--- src/rtl/lut_mult_pkg.sv ---
// Shared definitions for the LUT-based sequential multiplier.
//   state_t   : FSM state encoding (IDLE, RUN, DONE)
//   DIGIT_W   : operand digit width fed to the 2x2 LUT
//   shift_amt : bit position of a digit product for digit indices i, j
package lut_mult_pkg;

   typedef enum logic [1:0] {
      IDLE = 2'd0,
      RUN  = 2'd1,
      DONE = 2'd2
   } state_t;

   localparam int unsigned DIGIT_W = 2;

   // Digit i of a times digit j of b carries weight 4^(i+j).
   function automatic int unsigned shift_amt(input int unsigned i, input int unsigned j);
      return DIGIT_W * (i + j);
   endfunction

endpackage

--- src/rtl/mult2x2_lut.sv ---
// Combinational 2-bit x 2-bit unsigned multiplier as a full truth table.
//   a : multiplicand digit (2 bits)
//   b : multiplier digit (2 bits)
//   z : product (4 bits, max 9)
module mult2x2_lut (
   input  logic [1:0] a,
   input  logic [1:0] b,
   output logic [3:0] z
);

   always_comb begin
      z = 4'd0;
      case ({a, b})
         4'b01_01: z = 4'd1;
         4'b01_10: z = 4'd2;
         4'b01_11: z = 4'd3;
         4'b10_01: z = 4'd2;
         4'b10_10: z = 4'd4;
         4'b10_11: z = 4'd6;
         4'b11_01: z = 4'd3;
         4'b11_10: z = 4'd6;
         4'b11_11: z = 4'd9;
         default:  z = 4'd0;
      endcase
   end

endmodule

--- src/rtl/lut_mult_sequencer.sv ---
// Sequential WIDTH x WIDTH unsigned multiplier. Both operands are split into
// 2-bit digits; one shared 2x2 LUT multiplies one digit pair per cycle and the
// shifted partial products are summed into a 2*WIDTH accumulator. A result
// takes exactly (WIDTH/2)^2 cycles regardless of operand values.
//   clk, rst_n           : clock, asynchronous active-low reset
//   in_valid/in_ready    : operand handshake (in_a, in_b latched on accept)
//   out_valid/out_ready  : result handshake (out_z held while stalled)
//   out_z                : product, updated only when a result completes
//   busy                 : high while an operation is in RUN or DONE
module lut_mult_sequencer
   import lut_mult_pkg::*;
#(
   parameter int WIDTH = 8
) (
   input  logic                 clk,
   input  logic                 rst_n,
   input  logic                 in_valid,
   output logic                 in_ready,
   input  logic [WIDTH-1:0]     in_a,
   input  logic [WIDTH-1:0]     in_b,
   output logic                 out_valid,
   input  logic                 out_ready,
   output logic [2*WIDTH-1:0]   out_z,
   output logic                 busy
);

   localparam int N     = WIDTH / 2;
   localparam int IDX_W = (N > 1) ? $clog2(N) : 1;
   localparam int ACC_W = 2 * WIDTH;
   localparam logic [IDX_W-1:0] LAST = IDX_W'(N - 1);

   state_t             state;
   logic [WIDTH-1:0]   a_reg;
   logic [WIDTH-1:0]   b_reg;
   logic [ACC_W-1:0]   acc;
   logic [IDX_W-1:0]   i_idx;
   logic [IDX_W-1:0]   j_idx;

   logic [WIDTH-1:0]   a_sh;
   logic [WIDTH-1:0]   b_sh;
   logic [1:0]         a_dig;
   logic [1:0]         b_dig;
   logic [3:0]         p;
   logic [ACC_W-1:0]   p_sh;
   logic [ACC_W-1:0]   acc_nxt;
   logic               last_pair;

   // Digit selection and shifted partial product for the current (i, j)
   always_comb begin
      a_sh      = a_reg >> shift_amt(32'(i_idx), 32'd0);
      b_sh      = b_reg >> shift_amt(32'(j_idx), 32'd0);
      a_dig     = a_sh[1:0];
      b_dig     = b_sh[1:0];
      p_sh      = ACC_W'(p) << shift_amt(32'(i_idx), 32'(j_idx));
      acc_nxt   = acc + p_sh;
      last_pair = (i_idx == LAST) && (j_idx == LAST);
   end

   mult2x2_lut u_lut (
      .a (a_dig),
      .b (b_dig),
      .z (p)
   );

   always_ff @(posedge clk or negedge rst_n) begin
      if (!rst_n) begin
         state     <= IDLE;
         in_ready  <= 1'b1;
         out_valid <= 1'b0;
         out_z     <= '0;
         busy      <= 1'b0;
         a_reg     <= '0;
         b_reg     <= '0;
         acc       <= '0;
         i_idx     <= '0;
         j_idx     <= '0;
      end else begin
         case (state)
            IDLE: begin
               if (in_valid) begin
                  a_reg    <= in_a;
                  b_reg    <= in_b;
                  acc      <= '0;
                  i_idx    <= '0;
                  j_idx    <= '0;
                  in_ready <= 1'b0;
                  busy     <= 1'b1;
                  state    <= RUN;
               end
            end
            RUN: begin
               acc <= acc_nxt;
               // j is the inner loop; i advances when j wraps
               if (j_idx == LAST) begin
                  j_idx <= '0;
                  i_idx <= i_idx + 1'b1;
               end else begin
                  j_idx <= j_idx + 1'b1;
               end
               if (last_pair) begin
                  // Final sum goes straight to out_z so it is valid with out_valid
                  i_idx     <= '0;
                  out_z     <= acc_nxt;
                  out_valid <= 1'b1;
                  state     <= DONE;
               end
            end
            DONE: begin
               if (out_ready) begin
                  out_valid <= 1'b0;
                  in_ready  <= 1'b1;
                  busy      <= 1'b0;
                  state     <= IDLE;
               end
            end
            default: begin
               state     <= IDLE;
               in_ready  <= 1'b1;
               out_valid <= 1'b0;
               busy      <= 1'b0;
            end
         endcase
      end
   end

endmodule

--- config.mk ---
export PLATFORM = sky130hd
export DESIGN_NAME = lut_mult_sequencer
export DESIGN_NICKNAME = d
export VERILOG_FILES = /design/src/rtl/lut_mult_pkg.sv /design/src/rtl/mult2x2_lut.sv /design/src/rtl/lut_mult_sequencer.sv
export SDC_FILE = /design/constraint.sdc
export NUM_CORES = 1
export LEC_CHECK = 0
export CORE_AREA = 10 10 95 97
export CTS_CLUSTER_DIAMETER = 200
export DETAILED_ROUTE_END_ITERATION = 10
export DIE_AREA = 0 0 105 107
export DONT_BUFFER_PORTS = 1
export GPL_ROUTABILITY_DRIVEN = 0
export PLACE_DENSITY = 0.6
export SYNTH_ARGS = -nofsm -noshare
export SYNTH_HDL_FRONTEND = slang
export SYNTH_HIERARCHICAL = 1
export SYNTH_SLANG_ARGS = --single-unit
--- constraint.sdc ---
create_clock -name clk -period 11.1 [get_ports clk]
set_clock_uncertainty 0.15 [all_clocks]
set_input_delay 0.555 -clock clk [delete_from_list [all_inputs] [get_ports clk]]
set_output_delay 0.555 -clock clk [all_outputs]
set_load 0.03 [all_outputs]
==> metrics.log, run 1 <==
[metrics] final setup margin: just over 7 ns
[metrics] number of buffers inserted by port buffering: 0
[metrics] class of the tightest hold or removal check: in -> reg
[metrics] fraction of layout instances using a drive strength above 1: under 10%
[metrics] average wire per cell in the routed design: 15.34 µm
[metrics] Critical Path Sink Type: flip-flop
[metrics] Peak Freq: 247.4 MHz
[metrics] pin count of the biggest net entering global routing: 58
[metrics] latest clock arrival within the worst-skew pair: 0.34 ns
[metrics] initial drt markers: 94
[metrics] height of the die: 107 µm
[metrics] total track usage: 13.54%
[metrics] post-route worst hold slack: 0.1665 ns
[metrics] Mapped Area: roughly 0.0034 mm²
[metrics] Post-synth EDFFs: 0
[metrics] cell type with the highest aggregate area in the netlist: dfrtp_1
[metrics] setup TNS: 0 ns
[metrics] launching element type of the critical path: flip-flop
[metrics] setup slack after placement: 7.071 ns
[metrics] Synth warnings: 6
[metrics] Data arrival, critical path: 4.17 ns
[metrics] clock root buffer: clkbuf_8
[metrics] biggest registers after layout: acc: 16 flops, out_z: 16 flops
[metrics] leftover overflow at the end of global routing: 0
[metrics] global-route wire length before repair: roughly 13000 µm
[metrics] number of CTS-inserted buffers: 9
[metrics] vias per std cell: 5.496
[metrics] post-DP HPWL: 5200 µm
[metrics] Max Cap Violations: 0
[metrics] Setup violations, final: 0
[metrics] Starting Density: 47.34%
[metrics] area grow syn2layout: 8.519%
[metrics] first-pass iteration count of the detailed router: 4
[metrics] fin nets: roughly 410
[metrics] gate count of the mapped netlist: 375
[metrics] post-synthesis sequential area ratio: 42.26%
[metrics] Main synth FF type: dfrtp_1
[metrics] area of the placeable core: 0.007137 mm²
[metrics] Synthesized Nets: 417
[metrics] Layout Utilization: 51.37%
[metrics] number of I/O pins: 39
[metrics] horizontal die dimension: about 110 µm
[metrics] setup repair after global routing missed its margin: no
[metrics] clock tree from TritonCTS: yes
[metrics] FF-to-FF Start: j_idx[0]
[metrics] status: complete, no violations
[metrics] top fanout value on the critical path: 9
[metrics] number of antenna violations at the first check in global routing: 0
[metrics] number of levels the H-tree was split into: 3
[metrics] Residual DRC: 0
[metrics] FF+latch count, synth: 57
[metrics] per-instance average area after synthesis: 9.009 µm²
[metrics] cell types with the largest area share after synthesis: dfrtp_1 (41%), nand2_1 (9.7%), ha_1 (7.4%), o21ai_0 (3.4%), nand3_1 (3.3%)
[metrics] Diodes inserted: 0
[metrics] final wirelength: 7301 µm
[metrics] number of library cell types mapped by synthesis: 57
[metrics] Filler Cells Inserted: 705
[metrics] WS Path Type: reg -> reg
[metrics] post-layout min period: 4.042 ns
[metrics] deepest clock path buffer count: 2
[metrics] count of endpoints failing hold in the final timing report: 0
[metrics] power density normalized to cell area: ~300 mW/mm²
[metrics] start point of the critical path: j_idx[0]
[metrics] Die Outline Area: 0.01124 mm²
[metrics] antenna-violating nets left: 0
[metrics] Core Rows: 31
[metrics] max-slew violations: 0
[metrics] hold wc startpoint: in_b[1]
[metrics] maximum ir drop on the vdd rail: 0.1418 mV
[metrics] clock-pin slew on the worst setup and hold paths: 0.07 ns
[metrics] P_leak: 1.684 nW
[metrics] worst slew slack as a fraction of its limit: 27.26%
[metrics] area fraction of the dominant cell type after synthesis: 41.48%
[metrics] Slew @ Worst Pin: 1.091 ns
[metrics] required time of the critical path: 11.22 ns
[metrics] fraction of the cycle the final worst path needs: 36.41%
[metrics] CTS Sinks: 57
[metrics] fraction of registers with async set or reset after synthesis: 100.0%
[metrics] overall via count from detail_route: 2616
[metrics] via count of the first global-routing pass: between 2000 and 3000
==> layout by cell type (no fill, tap or decap), types with 3 or more instances in the layout <==
cell type / instances
a21o_1: 5
mux4_2: 4
inv_1: 6
nand2_1: 87
o21ai_0: 23
clkinv_2: 3
clkbuf_8: 11
nand3_1: 22
a21oi_1: 18
o21ai_1: 9
dfrtp_1: 56
nor2b_1: 8
mux2i_1: 4
xor2_1: 6
xnor2_1: 5
buf_4: 3
a32o_1: 3
ha_1: 20
nor3_1: 4
nor2_1: 24
nand2b_1: 7
a31oi_1: 4
==> stage by stage <==
stage                     area (µm²)  instances  power [mW]
after floorplan                 3378        375      0.8186
after detailed placement        3447        458      0.9245
after global placement          3447        458      0.9151
after global routing            3666        476       1.202
after CTS                       3666        476       1.109
final                           3666        476       1.097
==> layout make-up <==
| class | count | area, µm² | area share (%) |
|---|---|---|---|
| sequential | 57 | 1428 | 38.94 |
| multi-input combinational | 293 | 1851 | 50.48 |
| clock buffer | 11 | 151.4 | 4.130 |
| inverter | 6 | 22.52 | 0.6143 |
| tap | 99 | 123.9 | 3.379 |
| clock inverter | 5 | 30.03 | 0.8191 |
| timing repair buffer | 5 | 60.06 | 1.638 |
==> metal layers <==
metal  track usage [%]  vias up  routed length [µm]
met4             4.510        0                  36
met1             17.11     1258                3450
li1                  -     1310                   -
met2             21.33       44                3408
met3             4.551        4                 406
met5                 0        -                   0
==> critical path, cell delays in order (launching register included) <==
cell	delay, ns
dfrtp_1	0.47
mux4_2	0.58
ha_1	0.29
nand2_1	0.05
a32o_1	0.28
nand2b_1	0.12
nor2_1	0.05
a31oi_1	0.21
nor2_1	0.08
ha_1	0.46
nand2_1	0.11
o21ai_0	0.49
nor2_1	0.08
mux2_4	0.28
o21ai_2	0.11
o311a_1	0.17
==> Yosys cell counts (3+ instances only) <==
cell      number
xnor2_1        5
nor2_1        24
inv_1          6
nand2_1       87
o21ai_0       23
xor2_1         6
mux4_2         4
ha_1          20
mux2i_1        4
dfrtp_1       56
a21oi_1       18
a32o_1         3
a31oi_1        4
a21o_1         5
nor3_1         4
o21ai_1        9
clkbuf_1      15
nand3_1       22
nand2b_1       7
nor2b_1        8
==> report_power, final <==
group          internal, mW  switching [mW]
logic                 0.207           0.293
registers             0.298           0.121
clock network        0.0918          0.0850
total                 0.597           0.499
==> logic make-up (layout without fill, tap and decap cells) <==
family	count (synthesis)	count (layout)	share of synthesized area (%)
adders and majority gates	22	22	8.593
and+or+nand+nor	167	167	22.59
muxes	12	12	5.370
DFF	57	57	42.26
AOI/OAI and AO/OA	80	80	14.89
xor gates and xnor gates	12	12	3.333
buffers and inverters	25	27	2.963
==> path summary, 6_finish.rpt <==
kind / end / slack, ns / depth (start not counted)
worst max-delay path: out_z[15] / 7.06 / 15
max in group asynchronous: in_ready / 9.86 / 2
worst max register to register: out_z[15] / 7.06 / 15
min in group asynchronous: out_z[5] / 0.65 / 2
worst min register to register: a_reg[1] / 0.32 / 2
worst min-delay path: b_reg[1] / 0.17 / 2
==> what timing repair did <==
item                      4_1_cts  5_1_grt
hold buffers                    2        0
gates resized for setup         0        0
hold endpoints to repair       57        0
buffers inserted                0        0
Power figures use the tool's default switching activity.
==> run 2, diff against run 1 <==
- clock period: 11.1 -> 4.1 ns (I/O delays scaled with it)
==> run 2 against run 1 <==
Against the previous run:
- sequential share of layout area decreased by 2.3 points
- hold slack got worse by 0.092 ns
- non-clock buffer count increased by 24
- highest routed layer unchanged
- fmax increased by 4.2%
- first-iteration DRC count decreased by 4.3%
- utilization increased by 3.3 points
- critical endpoint is now acc[12]
- register-to-register slack got worse by 6.8 ns
- largest power group unchanged
- total power increased to 2.8 times the previous value
- cell count increased by 4.8%
- global-route usage increased by 0.27 points
==> metrics.log, run 2 (same netlist as run 1, synthesis figures left out) <==
[metrics] most frequent cells in the layout: nand2_1 (87), dfrtp_1 (55), nor2_1 (24) (was nand2_1 (87), dfrtp_1 (56), nor2_1 (24))
[metrics] combinational cell fraction of total power: 47.4% (was 45.6%)
[metrics] worst reg2reg setup slack: 0.22 ns (was 7.06 ns)
[metrics] worst path buffer plus inverter count: 0 (unchanged)
[metrics] Setup violations, final: 0 (unchanged)
[metrics] Residual DRC: 0 (unchanged)
[metrics] Data arrival, critical path: 4.00 ns (was 4.17 ns)
[metrics] post-DP HPWL: 5337 µm (was 5200 µm)
[metrics] master of the slowest instance on the critical path: mux4_2 (unchanged)
[metrics] via count of the first global-routing pass: 2619 (was 2614)
[metrics] required time of the critical path: 4.22 ns (was 11.22 ns)
[metrics] overall via count from detail_route: 2688 (was 2616)
[metrics] start point of the critical path: j_idx[0] (unchanged)
[metrics] vias per std cell: 5.387 (was 5.496)
[metrics] status: complete, no violations (unchanged)
[metrics] max-slew violations: 0 (unchanged)
[metrics] Die Outline Area: 0.01124 mm² (unchanged)
[metrics] post-route worst hold slack: 0.07459 ns (was 0.1665 ns)
[metrics] timing endpoint of the critical path: acc[12] (was out_z[15])
[metrics] height of the die: 107 µm (unchanged)
[metrics] Max Cap Violations: 0 (unchanged)
[metrics] proportion of power drawn by flip-flops and latches: 36.6% (was 38.3%)
[metrics] area grow syn2layout: 15.48% (was 8.519%)
[metrics] sequence of cells on the critical path: mux4_2 > ha_1 > nand2_1 > a32o_1 > nand2b_1 > nor2_1 > fa_1 > a21oi_1 > o211ai_1 > a21boi_2 > o21ai_1 > or4b_1 > nand3_1 (was mux4_2 > ha_1 > nand2_1 > a32o_1 > nand2b_1 > nor2_1 > a31oi_1 > nor2_1 > ha_1 > nand2_1 > o21ai_0 > nor2_1 > mux2_4 > o21ai_2 > o311a_1)
[metrics] kind of cell adding the most delay to the critical path: compound AO/OA/AOI/OAI gates (unchanged)
[metrics] first-pass iteration count of the detailed router: 4 (unchanged)
[metrics] number of I/O pins: 39 (unchanged)
[metrics] fin nets: 438 (was 414)
[metrics] Starting Density: 47.34% (unchanged)
[metrics] maximum ir drop on the vdd rail: 0.3441 mV (was 0.1418 mV)
[metrics] number of antenna violations at the first check in global routing: 0 (unchanged)
[metrics] clock network fraction of design power: 16.0% (was 16.1%)
[metrics] top fanout value on the critical path: 5 (was 9)
[metrics] total track usage: 13.81% (was 13.54%)
[metrics] commonest non-fill, non-tap cell in the layout: nand2_1 (unchanged)
[metrics] leftover overflow at the end of global routing: 0 (unchanged)
[metrics] worst hold path cell count: 3 (was 2)
[metrics] post-layout min period: 3.878 ns (was 4.042 ns)
[metrics] Diodes inserted: 0 (unchanged)
[metrics] setup repair after global routing missed its margin: no (unchanged)
[metrics] number of buffers inserted by port buffering: 0 (unchanged)
[metrics] non-filler instance count after layout: 499 (was 476)
[metrics] fraction of the cycle the final worst path needs: 94.58% (was 36.41%)
[metrics] number of CTS-inserted buffers: 9 (unchanged)
[metrics] latest clock arrival within the worst-skew pair: 0.34 ns (about the same)
[metrics] biggest registers after layout: acc: 16 flops, out_z: 16 flops (unchanged)
[metrics] FF-to-FF End: acc[12] (was out_z[15])
[metrics] area of the multi-input gates: 0.001864 mm² (was 0.001851 mm²)
[metrics] area taken by flip-flops and latches: 0.001429 mm² (was 0.001428 mm²)
[metrics] DP Cell Count: 463 (was 458)
[metrics] internal portion of total power: 1.723 mW (was 0.5975 mW)
[metrics] CTS Sinks: 57 (unchanged)
[metrics] total stage count of the critical path: 13 (was 15)
[metrics] WS Path Type: reg -> reg (unchanged)
[metrics] antenna-violating nets left: 0 (unchanged)
[metrics] Peak Freq: 257.9 MHz (was 247.4 MHz)
[metrics] horizontal die dimension: 105 µm (unchanged)
[metrics] P_leak: 1.792 nW (was 1.684 nW)
[metrics] delay contributed by the slowest stage of the critical path: 0.56 ns (was 0.58 ns)
[metrics] FF-to-FF Start: j_idx[0] (unchanged)
[metrics] average wire per cell in the routed design: 15.06 µm (was 15.34 µm)
[metrics] clock-pin slew on the worst setup and hold paths: 0.06 ns (was 0.07 ns)
[metrics] final wirelength: 7514 µm (was 7301 µm)
[metrics] switching pwr: 1.382 mW (was 0.4991 mW)
[metrics] pin count of the biggest net entering global routing: 58 (unchanged)
[metrics] deepest clock path buffer count: 2 (unchanged)
[metrics] R2R cell count: 13 (was 15)
[metrics] Filler Cells Inserted: 685 (was 705)
[metrics] global-route wire length before repair: 12720 µm (was 12570 µm)
[metrics] net switching fraction of the power: 44.51% (was 45.52%)
[metrics] power density normalized to cell area: 796.0 mW/mm² (was 299.1 mW/mm²)
[metrics] class of the tightest hold or removal check: in -> reg (unchanged)
[metrics] count of endpoints failing hold in the final timing report: 0 (unchanged)
[metrics] worst slew slack as a fraction of its limit: 26.04% (was 27.26%)
[metrics] setup TNS: 0 ns (unchanged)
[metrics] initial drt markers: 90 (was 94)
[metrics] clock root buffer: clkbuf_8 (unchanged)
[metrics] fraction of layout instances using a drive strength above 1: 10.50% (was 9.814%)
[metrics] number of levels the H-tree was split into: 3 (unchanged)
[metrics] Core Rows: 31 (unchanged)
[metrics] clock tree from TritonCTS: yes (unchanged)
[metrics] area of the placeable core: 0.007137 mm² (unchanged)
[metrics] Critical Path Sink Type: flip-flop (unchanged)
[metrics] Slew @ Worst Pin: 1.109 ns (was 1.091 ns)
[metrics] launching element type of the critical path: flip-flop (unchanged)
run 2: timing repair:
item,4_1_cts,5_1_grt
hold buffers,20,0
setup endpoints to repair,0,10
setup buffers,0,1
gates resized for setup,0,5
hold endpoints to repair,77,0
run 2: per-stage QoR:
step	power (mW)	util, %	area (µm²)	worst slack (ns)
4_1_cts	3.106	54.35	3879	0.07182
5_1_grt	3.381	54.66	3901	0.005799
6_report	3.105	54.66	3901	0.2223
2_1_floorplan	2.216	-	3378	0.4761
3_5_place_dp	2.563	48.83	3485	0.08387
3_3_place_gp	2.525	48.83	3485	0.1686
run 2: worst min path at each step:
stage,to,startpoint,slack (ns)
final,busy,in_valid,0.07
after CTS,busy,in_valid,0.04
after global placement,out_z[9],rst_n,-0.24
after detailed placement,out_z[5],rst_n,-0.24
after floorplan,a_reg[0],rst_n,-0.24
after global routing,busy,in_valid,0.07
run 2: layout make-up:
type / count / share of cell area (%)
tap: 99 / 3.175
clock inverter: 4 / 1.155
multi-input combinational: 293 / 47.79
timing repair buffer: 29 / 7.312
sequential: 57 / 36.63
inverter: 6 / 0.5773
clock buffer: 11 / 3.368
run 2: per-layer routing:
layer	vias up	global-route usage (%)	wire length [µm]
met5	-	0	0
met4	0	5.294	95
met3	10	4.072	290
met2	36	21.96	3561
met1	1285	17.37	3566
li1	1357	-	-
run 2: power groups by stage:
stage          sequential [mW]  clock, mW  combinational, mW
2_1_floorplan             1.09          0               1.12
3_3_place_gp              1.15          0               1.38
3_5_place_dp              1.16          0               1.41
4_1_cts                   1.15      0.513               1.45
5_1_grt                   1.18      0.535               1.67
6_report                  1.14      0.496               1.47
run 2: worst min-delay path, cell delays in order:
cell and delay, ns:
nand2b_1 0.08, a21oi_1 0.15, a21o_1 0.09
==> run 3, diff against run 2 <==
- CORE_AREA: 10 10 95 97 -> 2 2 87 89
- DIE_AREA: 0 0 105 107 -> 0 0 89 91
==> run 3 against run 2 <==
Against the previous run:
- utilization fell by 0.053 points
- die area fell by 28%
- total power barely moved
- hold slack got worse by 0.065 ns
- largest power group unchanged
- sequential share of layout area barely moved
- critical path type unchanged
- flip-flop and latch count did not move
- non-clock buffer count fell by 3
- clock power rose by 6.9%
==> metrics.log, run 3 (same netlist as run 1, synthesis figures left out) <==
[metrics] status: complete, no violations (unchanged)
[metrics] post-layout min period: 3.877 ns (was 3.878 ns)
[metrics] deepest clock path buffer count: 2 (unchanged)
[metrics] detailed-routing wirelength on met1: 3443 µm (was 3566 µm)
[metrics] setup repair after global routing missed its margin: no (unchanged)
[metrics] length of routed met2 wiring: 3447 µm (was 3561 µm)
[metrics] delay contributed by the slowest stage of the critical path: 0.57 ns (was 0.56 ns)
[metrics] Layout Utilization: 54.61% (was 54.66%)
[metrics] first-pass iteration count of the detailed router: 4 (unchanged)
[metrics] latest clock arrival within the worst-skew pair: 0.34 ns (about the same)
[metrics] Residual DRC: 0 (unchanged)
[metrics] antenna-violating nets left: 0 (unchanged)
[metrics] clock tree from TritonCTS: yes (unchanged)
[metrics] Max Cap Violations: 0 (unchanged)
[metrics] top fanout value on the critical path: 6 (was 5)
[metrics] power density normalized to cell area: 796.3 mW/mm² (was 796.0 mW/mm²)
[metrics] pin count of the biggest net entering global routing: 58 (unchanged)
[metrics] number of levels the H-tree was split into: 3 (unchanged)
[metrics] top sig layer: met4 (unchanged)
[metrics] via count of the first global-routing pass: 2713 (was 2619)
[metrics] worst slew slack as a fraction of its limit: 24.10% (was 26.04%)
[metrics] leftover overflow at the end of global routing: 0 (unchanged)
[metrics] number of CTS-inserted buffers: 9 (unchanged)
[metrics] class of the tightest hold or removal check: in -> reg (unchanged)
[metrics] sequence of cells on the critical path: mux4_2 > ha_1 > nand2_1 > a32o_1 > nand2b_1 > nor2_1 > fa_1 > a21oi_1 > o211ai_1 > a21boi_2 > o21ai_1 > or4b_1 > nand3_1 (unchanged)
[metrics] max-slew violations: 0 (unchanged)
[metrics] most frequent cells in the layout: nand2_1 (87), dfrtp_1 (55), nor2_1 (24) (unchanged)
[metrics] Setup violations, final: 0 (unchanged)
[metrics] setup slack after placement: -0.003832 ns (was 0.08387 ns)
[metrics] initial drt markers: 79 (was 90)
[metrics] biggest registers after layout: acc: 16 flops, out_z: 16 flops (unchanged)
[metrics] height of the die: 91 µm (was 107 µm)
[metrics] count of endpoints failing hold in the final timing report: 0 (unchanged)
[metrics] area grow syn2layout: 15.37% (was 15.48%)
[metrics] overall via count from detail_route: 2673 (was 2688)
[metrics] final wirelength: 7285 µm (was 7514 µm)
[metrics] launching element type of the critical path: flip-flop (unchanged)
[metrics] horizontal die dimension: 89 µm (was 105 µm)
[metrics] global-route wire length before repair: 12750 µm (was 12720 µm)
[metrics] Data arrival, critical path: 4.00 ns (about the same)
[metrics] post-DP HPWL: 5122 µm (was 5337 µm)
[metrics] number of antenna violations at the first check in global routing: 0 (unchanged)
[metrics] WS Path Type: reg -> reg (unchanged)
[metrics] Diodes inserted: 0 (unchanged)
[metrics] number of I/O pins: 39 (unchanged)
[metrics] number of buffers inserted by port buffering: 0 (unchanged)
[metrics] Routed met3 length: 265 µm (was 290 µm)
[metrics] commonest non-fill, non-tap cell in the layout: nand2_1 (unchanged)
[metrics] Die Outline Area: 0.008099 mm² (was 0.01124 mm²)
[metrics] area of the placeable core: 0.007137 mm² (unchanged)
[metrics] Slew @ Worst Pin: 1.139 ns (was 1.109 ns)
[metrics] Core Rows: 31 (unchanged)
[metrics] Critical Path Sink Type: flip-flop (unchanged)
[metrics] total track usage: 20.41% (was 13.81%)
[metrics] fraction of layout instances using a drive strength above 1: 10.58% (was 10.50%)
[metrics] maximum ir drop on the vdd rail: 0.3131 mV (was 0.3441 mV)
[metrics] setup TNS: 0 ns (unchanged)
[metrics] vias per std cell: 5.389 (was 5.387)
[metrics] final setup margin: 0.2228 ns (was 0.2223 ns)
[metrics] CTS Sinks: 57 (unchanged)
[metrics] required time of the critical path: 4.22 ns (about the same)
[metrics] clock root buffer: clkbuf_8 (unchanged)
[metrics] master of the slowest instance on the critical path: mux4_2 (unchanged)
[metrics] Peak Freq: 257.9 MHz (about the same)
[metrics] average wire per cell in the routed design: 14.69 µm (was 15.06 µm)
[metrics] P_leak: 1.787 nW (was 1.792 nW)
[metrics] fin nets: 435 (was 438)
[metrics] clock-pin slew on the worst setup and hold paths: 0.06 ns (about the same)
[metrics] fraction of the cycle the final worst path needs: 94.57% (was 94.58%)
[metrics] Starting Density: 47.34% (unchanged)
## run 3: final timing paths
check,startpoint,end,slack (ns),cells after the start
min,in_valid,in_ready,0.01,3
max,j_idx[0],acc[12],0.22,13
min in group asynchronous,rst_n,acc[14],0.27,2
max reg2reg,j_idx[0],acc[12],0.22,13
min reg2reg,b_reg[7],b_reg[7],0.32,2
max in group asynchronous,rst_n,in_ready,3.22,2
## run 3: stage by stage
step / cell area [µm²] / hold slack [ns] / cells / total power [mW]
detailed placement: 3470 / -0.2384 / 461 / 2.534
CTS: 3872 / 0.004763 / 495 / 3.101
global route: 3897 / 0.06721 / 496 / 3.390
finish: 3897 / 0.009862 / 496 / 3.104
global placement: 3470 / -0.2385 / 461 / 2.491
floorplan: 3378 / -0.2406 / 375 / 2.216
## run 3: where the power goes
part,total [mW],switching (mW),leakage (nW),internal [mW]
registers,1.13,0.324,0.721,0.809
logic,1.44,0.830,0.964,0.611
clock network,0.530,0.221,0.102,0.309
total,3.10,1.37,1.79,1.73
## run 3: timing repair
action,CTS,global route
endpoints found under the hold margin,77,0
gates resized for setup,1,5
setup endpoints to repair,1,9
setup buffers,0,1
hold buffers,19,0
pin swaps,0,1
## run 3: cell type report
cell class	instances	area (µm²)
Clock buffer	12	155.1
Sequential cell	57	1429
Fill cell	699	3239
Clock inverter	3	40.04
Tap cell	99	123.9
Multi-Input combinational cell	293	1867
Inverter	6	22.52
Timing Repair Buffer	26	260.3
## run 3: metal layers
layer / GRT usage [%] / up-vias
li1: - / 1348
met4: 8.458 / 0
met5: 0 / -
met1: 27.00 / 1266
met2: 32.52 / 48
met3: 3.818 / 11
## run 3: critical path: cells and delay by family (launching register included)
kind,cells,cell delay (ns)
flops,1,0.44
mux,1,0.57
compound gates,5,1.00
simple gates,5,0.86
fa+ha+maj,2,0.77
